[config.mk]
export PLATFORM = sky130hd
export DESIGN_NAME = steuerwerk_param
export DESIGN_NICKNAME = d
export VERILOG_FILES = /design/src/rtl/steuerwerk_pkg.sv /design/src/rtl/steuerwerk_watchdog.sv /design/src/rtl/steuerwerk_param.sv
export SDC_FILE = /design/constraint.sdc
export NUM_CORES = 1
export LEC_CHECK = 0
export BUFFER_PORTS_ARGS = -buffer_cell sky130_fd_sc_hd__buf_2
export CAP_MARGIN = 20
export CORE_UTILIZATION = 40
export DETAILED_ROUTE_END_ITERATION = 10
export PLACE_DENSITY = 0.7
export SYNTH_ARGS = -nofsm -noshare
export SYNTH_HDL_FRONTEND = slang
export SYNTH_SLANG_ARGS = --single-unit
[constraint.sdc]
create_clock -name Clock -period 5.2 [get_ports Clock]
set_input_delay 0 -clock Clock [delete_from_list [all_inputs] [get_ports Clock]]
set_output_delay 0 -clock Clock [all_outputs]
set_load 0.01 [all_outputs]
[src/rtl/steuerwerk_pkg.sv]
// Shared definitions for the Hans control unit: one-hot state codes,
// error code constants and small state-decoding helpers.
package steuerwerk_pkg;

    typedef enum logic [9:0] {
        S_RUHE       = 10'b00_0000_0001,
        S_FETCH      = 10'b00_0000_0010,
        S_DECODE     = 10'b00_0000_0100,
        S_ALU        = 10'b00_0000_1000,
        S_WB_JUMP    = 10'b00_0001_0000,
        S_WB_STORE   = 10'b00_0010_0000,
        S_WB_LOAD    = 10'b00_0100_0000,
        S_WB_DEFAULT = 10'b00_1000_0000,
        S_HALT       = 10'b01_0000_0000,
        S_FEHLER     = 10'b10_0000_0000
    } zustand_t;

    localparam logic [1:0] FC_NONE  = 2'd0;
    localparam logic [1:0] FC_FETCH = 2'd1;
    localparam logic [1:0] FC_ALU   = 2'd2;
    localparam logic [1:0] FC_MEM   = 2'd3;

    function automatic logic ist_wb(input zustand_t z);
        return (z == S_WB_JUMP) || (z == S_WB_STORE) ||
               (z == S_WB_LOAD) || (z == S_WB_DEFAULT);
    endfunction

endpackage

[src/rtl/steuerwerk_watchdog.sv]
// Handshake wait counter: flags a timeout when the handshake is still missing
// in the TIMEOUT_ZYKLEN-th cycle of a watched state. TIMEOUT_ZYKLEN=0 disables it.
module steuerwerk_watchdog #(
    parameter int TIMEOUT_ZYKLEN = 255
) (
    input  logic Clock,
    input  logic Reset,
    input  logic clear,
    input  logic enable,
    input  logic handshake,
    output logic timeout
);

    localparam int CW    = (TIMEOUT_ZYKLEN > 0) ? $clog2(TIMEOUT_ZYKLEN + 1) : 1;
    localparam int LIMIT = (TIMEOUT_ZYKLEN > 0) ? (TIMEOUT_ZYKLEN - 1) : 0;
    localparam logic [CW-1:0] LAST  = CW'(LIMIT);
    localparam logic          AKTIV = (TIMEOUT_ZYKLEN > 0);

    logic [CW-1:0] wait_q;
    logic [CW-1:0] wait_d;

    // Next wait count: restart on state entry, saturate at the last cycle.
    always_comb begin
        wait_d = wait_q;
        if (clear) begin
            wait_d = CW'(0);
        end else if (enable && (wait_q != LAST)) begin
            wait_d = wait_q + CW'(1);
        end else begin
            wait_d = wait_q;
        end
    end

    // Wait counter register.
    always_ff @(posedge Clock or posedge Reset) begin
        if (Reset) begin
            wait_q <= CW'(0);
        end else begin
            wait_q <= wait_d;
        end
    end

    assign timeout = AKTIV && enable && !handshake && (wait_q == LAST);

endmodule

[src/rtl/steuerwerk_param.sv]
// Multi-cycle control FSM of the Hans processor: fetch/decode/ALU/writeback
// sequencing with handshake watchdogs, debug halt/step and a retire counter.
module steuerwerk_param
    import steuerwerk_pkg::*;
#(
    parameter int DECODE_ZYKLEN  = 2,
    parameter int TIMEOUT_ZYKLEN = 255,
    parameter int ZAEHLER_BREITE = 32
) (
    input  logic                      Clock,
    input  logic                      Reset,
    input  logic                      BefehlGeladen,
    input  logic                      LoadBefehl,
    input  logic                      StoreBefehl,
    input  logic                      JALBefehl,
    input  logic                      UnbedingterSprungBefehl,
    input  logic                      BedingterSprungBefehl,
    input  logic                      Bedingung,
    input  logic                      AluFertig,
    input  logic                      DatenGeladen,
    input  logic                      DatenGespeichert,
    input  logic                      Halt,
    input  logic                      Schritt,
    input  logic                      FehlerQuittung,
    output logic                      LoadBefehlSignal,
    output logic                      DekodierSignal,
    output logic                      ALUStartSignal,
    output logic                      RegisterSchreibSignal,
    output logic                      LoadDatenSignal,
    output logic                      StoreDatenSignal,
    output logic                      PCSignal,
    output logic                      PCSprungSignal,
    output logic                      Angehalten,
    output logic                      Fehler,
    output logic [1:0]                FehlerCode,
    output logic [ZAEHLER_BREITE-1:0] BefehlsZaehler
);

    localparam int DEC_EFF = (DECODE_ZYKLEN < 1) ? 1 :
                             ((DECODE_ZYKLEN > 8) ? 8 : DECODE_ZYKLEN);
    localparam logic [2:0] DEC_LAST = 3'(DEC_EFF - 1);

    zustand_t                  state_q, state_d;
    logic [2:0]                dec_q, dec_d;
    logic [1:0]                fc_q, fc_d;
    logic [ZAEHLER_BREITE-1:0] cnt_q, cnt_d;

    logic       wd_enable_s;
    logic       wd_handshake_s;
    logic       wd_clear_s;
    logic       wd_timeout_s;
    logic [1:0] fc_kind_s;
    logic       retire_s;

    // Select which handshake the watchdog supervises and the code it reports.
    always_comb begin
        wd_enable_s    = 1'b0;
        wd_handshake_s = 1'b0;
        fc_kind_s      = FC_NONE;
        case (state_q)
            S_FETCH: begin
                wd_enable_s    = 1'b1;
                wd_handshake_s = BefehlGeladen;
                fc_kind_s      = FC_FETCH;
            end
            S_ALU: begin
                wd_enable_s    = 1'b1;
                wd_handshake_s = AluFertig;
                fc_kind_s      = FC_ALU;
            end
            S_WB_STORE: begin
                wd_enable_s    = 1'b1;
                wd_handshake_s = DatenGespeichert;
                fc_kind_s      = FC_MEM;
            end
            S_WB_LOAD: begin
                wd_enable_s    = 1'b1;
                wd_handshake_s = DatenGeladen;
                fc_kind_s      = FC_MEM;
            end
            default: begin
                wd_enable_s    = 1'b0;
                wd_handshake_s = 1'b0;
                fc_kind_s      = FC_NONE;
            end
        endcase
    end

    steuerwerk_watchdog #(
        .TIMEOUT_ZYKLEN(TIMEOUT_ZYKLEN)
    ) u_watchdog (
        .Clock    (Clock),
        .Reset    (Reset),
        .clear    (wd_clear_s),
        .enable   (wd_enable_s),
        .handshake(wd_handshake_s),
        .timeout  (wd_timeout_s)
    );

    // Next-state logic; a timeout is checked before any handshake or Halt.
    always_comb begin
        state_d  = state_q;
        retire_s = 1'b0;
        case (state_q)
            S_RUHE: state_d = S_FETCH;
            S_FETCH: begin
                if (wd_timeout_s) state_d = S_FEHLER;
                else if (BefehlGeladen) state_d = S_DECODE;
                else state_d = S_FETCH;
            end
            S_DECODE: begin
                if (dec_q == DEC_LAST) state_d = S_ALU;
                else state_d = S_DECODE;
            end
            S_ALU: begin
                if (wd_timeout_s) state_d = S_FEHLER;
                else if (!AluFertig) state_d = S_ALU;
                else if (UnbedingterSprungBefehl || BedingterSprungBefehl) state_d = S_WB_JUMP;
                else if (StoreBefehl) state_d = S_WB_STORE;
                else if (LoadBefehl) state_d = S_WB_LOAD;
                else state_d = S_WB_DEFAULT;
            end
            S_WB_JUMP, S_WB_DEFAULT: begin
                retire_s = 1'b1;
                state_d  = Halt ? S_HALT : S_FETCH;
            end
            S_WB_STORE: begin
                if (wd_timeout_s) begin
                    state_d = S_FEHLER;
                end else if (DatenGespeichert) begin
                    retire_s = 1'b1;
                    state_d  = Halt ? S_HALT : S_FETCH;
                end else begin
                    state_d = S_WB_STORE;
                end
            end
            S_WB_LOAD: begin
                if (wd_timeout_s) state_d = S_FEHLER;
                else if (DatenGeladen) state_d = S_WB_DEFAULT;
                else state_d = S_WB_LOAD;
            end
            S_HALT: begin
                if (Schritt || !Halt) state_d = S_FETCH;
                else state_d = S_HALT;
            end
            S_FEHLER: begin
                if (FehlerQuittung) state_d = S_RUHE;
                else state_d = S_FEHLER;
            end
            default: state_d = S_RUHE;
        endcase
    end

    // Datapath of the FSM: decode cycle count, error code latch, retire counter.
    always_comb begin
        wd_clear_s = (state_d != state_q);
        dec_d      = ((state_q == S_DECODE) && (dec_q != DEC_LAST)) ? (dec_q + 3'd1) : 3'd0;
        fc_d       = (state_d == S_FEHLER) ? ((state_q == S_FEHLER) ? fc_q : fc_kind_s) : FC_NONE;
        cnt_d      = retire_s ? (cnt_q + ZAEHLER_BREITE'(1)) : cnt_q;
    end

    // State and status registers.
    always_ff @(posedge Clock or posedge Reset) begin
        if (Reset) begin
            state_q <= S_RUHE;
            dec_q   <= 3'd0;
            fc_q    <= FC_NONE;
            cnt_q   <= '0;
        end else begin
            state_q <= state_d;
            dec_q   <= dec_d;
            fc_q    <= fc_d;
            cnt_q   <= cnt_d;
        end
    end

    // JAL writes its link register in the cycle the ALU reports completion.
    assign LoadBefehlSignal      = (state_q == S_FETCH);
    assign DekodierSignal        = (state_q == S_DECODE);
    assign ALUStartSignal        = (state_q == S_ALU);
    assign RegisterSchreibSignal = (state_q == S_WB_DEFAULT) ||
                                   ((state_q == S_ALU) && AluFertig && JALBefehl);
    assign LoadDatenSignal       = (state_q == S_WB_LOAD);
    assign StoreDatenSignal      = (state_q == S_WB_STORE);
    assign PCSignal              = ist_wb(state_q);
    assign PCSprungSignal        = (state_q == S_WB_JUMP) &&
                                   (UnbedingterSprungBefehl || (BedingterSprungBefehl && Bedingung));
    assign Angehalten            = (state_q == S_HALT);
    assign Fehler                = (state_q == S_FEHLER);
    assign FehlerCode            = fc_q;
    assign BefehlsZaehler        = cnt_q;

endmodule

==> out/metrics.yaml <==
slowest_stage: "or4_1"
cp-start-kind: "flop"
cp_max_fo: 13
drv_slew: 0
yosysWarnings: 0
die_area_um2: 7970
fillers: 692
rrSetupSlack_ps: 1930
cpPeakStageDelay_ps: 700
clock_skew_ps: 12.6
cts-root-buf: "clkbuf_8"
grt_pass1_vias: 2332
reg2reg_from: "state_q[5]"
cap_violations: 0
synth.most_common_cell: "dfrtp_1"
hold_path.class: "input pin to flop"
yosys-top-cells-area: "dfrtp_1, xnor2_1, xor2_1, nor2_1, nand2_1"
worstPathRequired_ps: 5420
rr_worst_depth: 7
area_growth_pct: 18.2
dr.pass1.iters: 5
rsz0062_at_grt: "no"
fin_tns_setup_ps: 0
clk_latency_ps: 320
core_um2: 7290
status: "finished, final reports clean"
drt-wirelength-per-cell_um: 14.1
die_w_um: 89.3
numCtsBuffers: 5
grt_pass1_wl_um: 11000
wl_um: 6820
setup_viol: 0
die_y_um: 89.3
syn_nets: 342
synthFlopType: "dfrtp_1"
hold_path_end: "state_q[2]"
synth-edff-count: 0
max_slew_margin_pct: 53.1
dp_hpwl_um: 4930
row_count: 31
netlist_area_um2: 3050
grt_start_max_net_pins: 56
path_clk_slew_ps: 110
cts_resized: 0
powerDensity_nw_per_um2: 281
hold_viol: 0
cts_tree: "yes"
overflow: 0
nets: 405
yosysTopAreaCellShare_pct: 44.4
antenna_found_initial: 0
tightestPinTransition_ps: 703
crit_path_end_kind: "flop"
max_freq_mhz: 306
gp_congestion: 0.899
crit_type: "flop to flop"
via_count: 2573
syn_inst: 322
drive_gt1_share_pct: 20.2
drcViolationCount: 0
drtAntennaViolNets: 0
io_pins: 59
fin_crit_ps: 3270
avgViaCountPerCell: 5.31
h-tree-depth: 2
avgSynthCellArea_um2: 9.46
seq_area_frac_synth_pct: 45.2
synth_seq_cells: 55
cp_cell_sequence: "nor4_4 > nand2_1 > a2111oi_0 > a21o_1 > mux2i_1 > or4_1 > a211oi_2"
post-route-period-util_pct: 62.8
yosysTopAreaCell: "dfrtp_1"
p_leak_nw: 1.86
vdd_drop_max_mv: 0.121
drtIter0Drc: 219
min_from: "BefehlGeladen"
finalWorstSetupSlack_ps: 1930
antenna_cells: 0
clock-sinks: 55
ys_async_sr_fraction_pct: 100
grt_use_total_pct: 18.0
numPortBuffers: 58
holdPathStages: 3
floorplan.initialDensity_pct: 41.8
ys_types: 53
synth_common_cells: "dfrtp_1, nor2_1, nand2_1"
cp.arrival_ps: 3490
reg2reg_to: "u_watchdog.wait_q[1]"
cts_buffer_depth: 2
place_ws_ps: 2030
-- critical path: cells and delay by family (launching register included) --
family	cells	cell delay [ps]
mux	1	80
compound gates	3	920
simple gates	3	1620
flops	1	530
-- worst max-delay path by stage --
stage / from / endpoint / cells after the start
after floorplan: state_q[1] / u_watchdog.wait_q[1] / 9
after global placement: state_q[5] / u_watchdog.wait_q[1] / 7
after detailed placement: state_q[5] / u_watchdog.wait_q[1] / 7
after CTS: state_q[5] / u_watchdog.wait_q[1] / 7
after global routing: state_q[5] / u_watchdog.wait_q[1] / 7
final: state_q[5] / u_watchdog.wait_q[1] / 7
-- repair_timing --
item                                   in CTS  in global routing
buffers inserted                            0                  0
endpoints found under the hold margin      60                  0
hold buffers                               10                  0
-- sequential cells by signal (all words and copies together), names as in the netlist --
name,flops
FehlerCode,2
state_q,10
BefehlsZaehler,32
u_watchdog.wait_q,8
dec_q,3
-- cells in the final DEF (no fill, tap or decap), types with 2 or more instances in the layout --
cell type,synthesis,final
a211oi_1,3,3
a21boi_0,3,3
a21oi_1,7,7
and2_1,2,2
and3_1,10,10
and4_1,8,8
buf_2,6,58
clkbuf_8,0,5
dfrtp_1,54,54
dlygate4sd3_1,0,10
ha_1,5,5
inv_1,18,17
nand2_1,27,27
nand2b_1,5,5
nand3_1,18,18
nand3b_1,2,2
nand4_1,14,14
nor2_1,34,34
nor2b_1,7,7
nor3_1,4,4
nor4_1,4,4
o21ai_0,9,9
o31ai_1,2,2
o32ai_1,3,3
or3_1,2,2
or4_4,2,2
xnor2_1,26,26
xor2_1,15,15
-- power breakdown --
| part | switching (W) | total, W | leakage (nW) | internal (W) |
|---|---|---|---|---|
| sequential | 0.0000423 | 0.000492 | 0.757 | 0.000450 |
| combinational | 0.000166 | 0.000265 | 1.05 | 0.0000992 |
| clock | 0.000155 | 0.000255 | 0.0467 | 0.000100 |
| total | 0.000363 | 0.00101 | 1.86 | 0.000649 |
-- metal layers --
metal / global-route usage (%) / vias to the layer above / part of all wire [%]
li1: - / 1248 / -
met1: 24.8 / 1242 / 48
met2: 29.1 / 73 / 47
met3: 2.86 / 10 / 3.6
met4: 5.34 / 0 / 1.6
met5: 0 / - / 0
-- through the flow --
step / std cells / hold WS [ps] / cell area [um2] / util (%) / power, W
2_1_floorplan: 322 / 113 / 3050 / - / 0.000694
3_3_place_gp: 467 / 231 / 3400 / 46.7 / 0.000750
3_5_place_dp: 467 / 238 / 3400 / 46.7 / 0.000754
4_1_cts: 485 / 1.38 / 3600 / 49.4 / 0.00102
5_1_grt: 485 / 19.6 / 3600 / 49.4 / 0.00107
6_report: 485 / 12.3 / 3600 / 49.4 / 0.00101
-- kinds of logic after synthesis --
family / count (synthesis) / synth area share (%)
AO/OA/AOI/OAI: 42 / 9.78
XOR/XNOR: 41 / 11.8
adder cells (fa/ha/maj): 5 / 2.05
buffers and inverters: 31 / 4.31
flip-flops: 55 / 45.2
multiplexers: 2 / 0.698
AND/OR/NAND/NOR: 146 / 26.1
-- area by class of cell --
| class | instances | area, um2 | area share, % |
|---|---|---|---|
| repair buffers | 69 | 398 | 11.1 |
| well taps | 99 | 124 | 3.44 |
| multi-input cells | 236 | 1540 | 42.7 |
| flip-flops and latches | 55 | 1380 | 38.3 |
| inverters | 18 | 67.6 | 1.88 |
| clock inverters | 3 | 27.5 | 0.765 |
| clock buffers | 5 | 68.8 | 1.91 |
(Power assumes the default switching activity.)
